## config.mk

```make
export PLATFORM = sky130hd
export DESIGN_NAME = fifo_rd_ctrl
export DESIGN_NICKNAME = d
export VERILOG_FILES = /design/src/rtl/fifo_rd_ctrl.sv
export SDC_FILE = /design/constraint.sdc
export NUM_CORES = 1
export LEC_CHECK = 0
export ABC_AREA = 1
export CORE_ASPECT_RATIO = 0.7
export CORE_MARGIN = 4
export CORE_UTILIZATION = 35
export CTS_CLUSTER_DIAMETER = 150
export DETAILED_ROUTE_END_ITERATION = 10
export GPL_TIMING_DRIVEN = 1
export SLEW_MARGIN = 20
export SYNTH_ARGS = -nofsm -noshare
export SYNTH_HDL_FRONTEND = slang
export SYNTH_SLANG_ARGS = --single-unit
```

## constraint.sdc

```tcl
create_clock -name clk_i -period 5 [get_ports clk_i]
set_input_delay 0.5 -clock clk_i [delete_from_list [all_inputs] [get_ports clk_i]]
set_output_delay 0.5 -clock clk_i [all_outputs]
set_load 0.005 [all_outputs]
```

## src/rtl/fifo_rd_ctrl.sv

```systemverilog
// rtl/fifo_rd_ctrl.sv - read-side FIFO controller with a 3-entry output buffer
// Optional accepted-beat counter rd_count_o is built in with FIFO_RD_CTRL_CNT_EN.
module fifo_rd_ctrl #(
  parameter int unsigned data_width = 32
) (
  input  logic                  clk_i,
  input  logic                  rstn_i,
  input  logic                  en_i,
  input  logic                  fifo_empty_i,
  input  logic [data_width-1:0] fifo_data_i,
  output logic                  fifo_cs_o,
  output logic                  fifo_rd_en_o,
  output logic                  m_valid_o,
  output logic [data_width-1:0] m_data_o,
  input  logic                  m_ready_i
`ifdef FIFO_RD_CTRL_CNT_EN
  ,
  output logic [31:0]           rd_count_o
`endif
);

  logic [1:0]            occ_q, occ_d;
  logic                  inflight_q;
  logic [1:0]            head_q, head_d;
  logic [1:0]            tail_q, tail_d;
  logic [data_width-1:0] buf_q [3];

  logic [2:0]            load;
  logic                  issue;
  logic                  pop;

  function automatic logic [1:0] ptr_inc(input logic [1:0] p);
    return (p == 2'd2) ? 2'd0 : p + 2'd1;
  endfunction

  // Issue only when the words already owed to the buffer leave room for one more,
  // so a stalled consumer can never cause a dropped capture.
  always_comb begin
    load  = {1'b0, occ_q} + {2'b00, inflight_q};
    issue = rstn_i && en_i && !fifo_empty_i && (load < 3'd3);
  end

  assign fifo_rd_en_o = issue;
  assign fifo_cs_o    = issue;

  assign m_valid_o = (occ_q != 2'd0);
  assign m_data_o  = buf_q[head_q];
  assign pop       = m_valid_o && m_ready_i;

  always_comb begin
    occ_d  = occ_q + {1'b0, inflight_q} - {1'b0, pop};
    head_d = pop ? ptr_inc(head_q) : head_q;
    tail_d = inflight_q ? ptr_inc(tail_q) : tail_q;
  end

  always_ff @(posedge clk_i) begin
    if (!rstn_i) begin
      occ_q      <= 2'd0;
      inflight_q <= 1'b0;
      head_q     <= 2'd0;
      tail_q     <= 2'd0;
      for (int i = 0; i < 3; i++) begin
        buf_q[i] <= '0;
      end
    end else begin
      occ_q      <= occ_d;
      inflight_q <= issue;
      head_q     <= head_d;
      tail_q     <= tail_d;
      if (inflight_q) begin
        buf_q[tail_q] <= fifo_data_i;
      end
    end
  end

`ifdef FIFO_RD_CTRL_CNT_EN
  logic [31:0] rd_count_q;

  always_ff @(posedge clk_i) begin
    if (!rstn_i) begin
      rd_count_q <= 32'd0;
    end else if (pop) begin
      rd_count_q <= rd_count_q + 32'd1;
    end
  end

  assign rd_count_o = rd_count_q;
`endif

endmodule

```

==> summary.md <==
| Metric | Value |
|---|---|
| Power per unit of standard cell area | 482 nW/um^2 |
| Clock tree from TritonCTS | yes |
| Buffer depth of the longest clock path | 2 |
| Die extent in x | between 150 and 200 um |
| Worst EP required | around 4.5 ns |
| Crit Path Category | flip-flop to output pin |
| Number of buffers inserted by hold repair at cts | 0 |
| PortBufs | 71 |
| Worst-path maximum fanout | 33 |
| Static power due to leakage | between 2 and 3 nW |
| Seq cells post-synth | 137 |
| Iteration-0 DRC count of the detailed router | roughly 300 |
| Max-cap violation count | 0 |
| Sequential share of power | 41.1% |
| Routability congestion estimate from global placement | roughly 0.72 |
| Depth of the most critical reg-to-reg path | 4 |
| Slew at the pin closest to its max-slew limit | approximately 1.1 ns |
| Cell-internal power | roughly 2.5 mW |
| Antenna fix cells | 0 |
| Final #Nets | a little over 600 |
| Commonest non-fill, non-tap cell in the layout | sky130_fd_sc_hd__nor2_1 |
| Finish-stage setup viols | 0 |
| Number of standard cells after synthesis | roughly 510 |
| Combinational fraction of design power | 23.4% |
| Average via count per standard cell | between 4 and 5 |
| Minimum setup slack after placement | between 1.5 and 2 ns |
| Full die area | 18600 um^2 |
| Final routed wirelength across all metal layers | between 10000 and 15000 um |
| Worst vdd rail ir drop | 0.181 mV |
| Synth area leader | sky130_fd_sc_hd__edfxtp_1 |
| Commonest cells after routing, fill and taps aside | sky130_fd_sc_hd__nor2_1 (169), sky130_fd_sc_hd__edfxtp_1 (128), sky130_fd_sc_hd__clkdlybuf4s50_1 (71) |
| Number of antenna violations at the first check in global routing | 0 |
| Number of cell rows | 38 |
| Slew margin rel. | about 29% |
| Mean area per synthesized cell | 11.4 um^2 |
| Number of endpoints with negative hold slack in the final report | 0 |
| Upper clock frequency limit | about 270 MHz |
| Chip Height | roughly 120 um |
| Setup skew after layout | 0.0114 ns |
| Synth top area share | roughly two thirds |
| Crit-path cells | clkinv_1 -> o21ai_0 -> o22ai_1 -> clkdlybuf4s50_1 |
| Filler cells | 1483 |
| Stage delay of the slowest cell on the critical path | 1.03 ns |
| CTS Root Buffer Type | sky130_fd_sc_hd__clkbuf_16 |
| Cell area after synthesis | 5770 um^2 |
| Number of global-route vias before repair | 4026 |
| Total global routing overflow | 0 |
| Max-slew violation total from the final report | 0 |
| Number of distinct library cells after synthesis | 23 |
| Wire length of the first global-routing pass | 21200 um |
| Number of sinks driven by the clock tree | ~140 |
| Yosys warning total | 0 |
| Combined global-route utilization of all metal layers | approximately 15% |
| Power share of the clock group | between 30% and 40% |
| Initial Util | 36.4% |
| Post-route antenna net violation count | 0 |
| Net count after synthesis | between 500 and 600 |
| Switching share of power | 27.6% |
| Run status | finished clean |
| Pin count of the biggest net entering global routing | 66 |
| Post-synthesis to final-layout area growth | 23.9% |
| Max stage delay cell, worst path | sky130_fd_sc_hd__clkinv_1 |
| Final period util | 74.4% |
| Setup TNS after final layout | 0 ns |
| Top area cells in the synthesized netlist | sky130_fd_sc_hd__edfxtp_1 (67%), sky130_fd_sc_hd__nor2_1 (11%), sky130_fd_sc_hd__o21ai_0 (4.9%) |
| Number of buffers added by the clock tree synthesis step | 17 |
| Startpoint types | flip-flop |
| Share of synthesized area occupied by flip-flops and latches | between 60% and 70% |
| Routed wire per std cell | between 15 and 20 um |
| Clock Latency Late Sink | ~0.41 ns |
| Clock edge transition at the registers on the reported setup and hold paths | around 0.060 ns |
| Data arrival time of the worst path | about 3.2 ns |
| Length of the first detailed-routing pass in iterations | 5 |
| HPWL Detailed | ~7600 um |
| DRC errors left | 0 |
| Time the worst path needs with I/O delays and setup | 3.72 ns |
| H-tree depth reported by CTS | 4 |
| Least setup slack across all paths after layout | between 1 and 1.5 ns |
| Type of destination of the critical path | output pin |
| RSZ-0062 raised after global routing | no |
| Placeable core region | ~16000 um^2 |
| Type of the tightest min-delay check | flip-flop to flip-flop |
| Via Count | around 3900 |
| Layout cell share with drive strength beyond 1 | under 10% |
| Number of gates given a new drive strength after cts | 0 |
| I/O pins | around 70 |
| Net Switching | 949 uW |
| Number of buffers added for setup after CTS | 0 |
| Number of cells traversed by the worst hold path | 2 |
[cell families (layout without fill, tap and decap cells)]
logic type	after synthesis	in the layout	synth area share, %
fa+ha+maj	3	3	0.651
buf+inv	73	148	6.50
xor+xnor	1	1	0.152
simple gates	191	191	13.3
compound gates	102	102	9.63
flops	137	137	69.7
[routing by layer]
layer	vias to the layer above	routed length [um]	track usage [%]
met4	0	59	4.09
met2	114	6380	24.3
met1	1877	6220	20.1
li1	1877	-	-
met5	-	0	0
met3	7	888	4.23
[metrics by stage]
| stage | cells | instance area [um^2] | util (%) | total power [mW] | hold WS (ns) |
|---|---|---|---|---|---|
| after floorplan | 507 | 5770 | - | 1.80 | 0.491 |
| after global placement | 770 | 6580 | 41.5 | 2.24 | 0.504 |
| after detailed placement | 770 | 6580 | 41.6 | 2.25 | 0.527 |
| after CTS | 802 | 7150 | 45.2 | 3.47 | 0.543 |
| after global routing | 802 | 7150 | 45.2 | 3.61 | 0.579 |
| final | 802 | 7150 | 45.2 | 3.44 | 0.544 |
[power groups by stage]
| stage | Clock, mW | Combinational (mW) | Sequential [mW] |
|---|---|---|---|
| 2_1_floorplan | 0 | 0.449 | 1.35 |
| 3_3_place_gp | 0 | 0.809 | 1.43 |
| 3_5_place_dp | 0 | 0.813 | 1.44 |
| 4_1_cts | 1.24 | 0.819 | 1.42 |
| 5_1_grt | 1.29 | 0.894 | 1.43 |
| 6_report | 1.22 | 0.807 | 1.41 |
[flip-flops by register name, indices dropped and copies added (netlist names), named ones only]
register and cells:
inflight_q 1, tail_q 2, occ_q 2, head_q 2, buf_q 128
[worst max-delay path, delay by kind of cell, from the launching register on]
kind	cells	cell delay, ns
flip-flops	1	0.76
buffers and inverters	2	1.51
AO/OA/AOI/OAI	2	0.50
[path summary, 6_finish.rpt]
kind               from      endpoint  slack [ns]
max reg2reg  inflight_q  buf_q[0][13]        2.65
min           head_q[0]     head_q[0]        0.54
max           flip-flop   m_data_o[3]        1.28
min reg2reg   head_q[0]     head_q[0]        0.54
[cell usage after synthesis, drive strengths merged]
library cell and number:
a21oi 2, buf 22, clkbuf 8, dfxtp 9, edfxtp 128, ha 3
inv 43, nand2 16, nand3 5, nor2 169, nor3 1, o211ai 1
o21a 1, o21ai 66, o22ai 32, xor2 1
[layout make-up]
class	instances	area [um^2]	area share, %
flip-flops and latches	137	4030	56.4
inverters	43	166	2.33
well taps	220	275	3.85
clock inverters	11	129	1.80
multi-input cells	297	1380	19.4
repair buffers	73	726	10.2
clock buffers	21	440	6.16
Note: power is estimated with default switching activity, not from simulation.
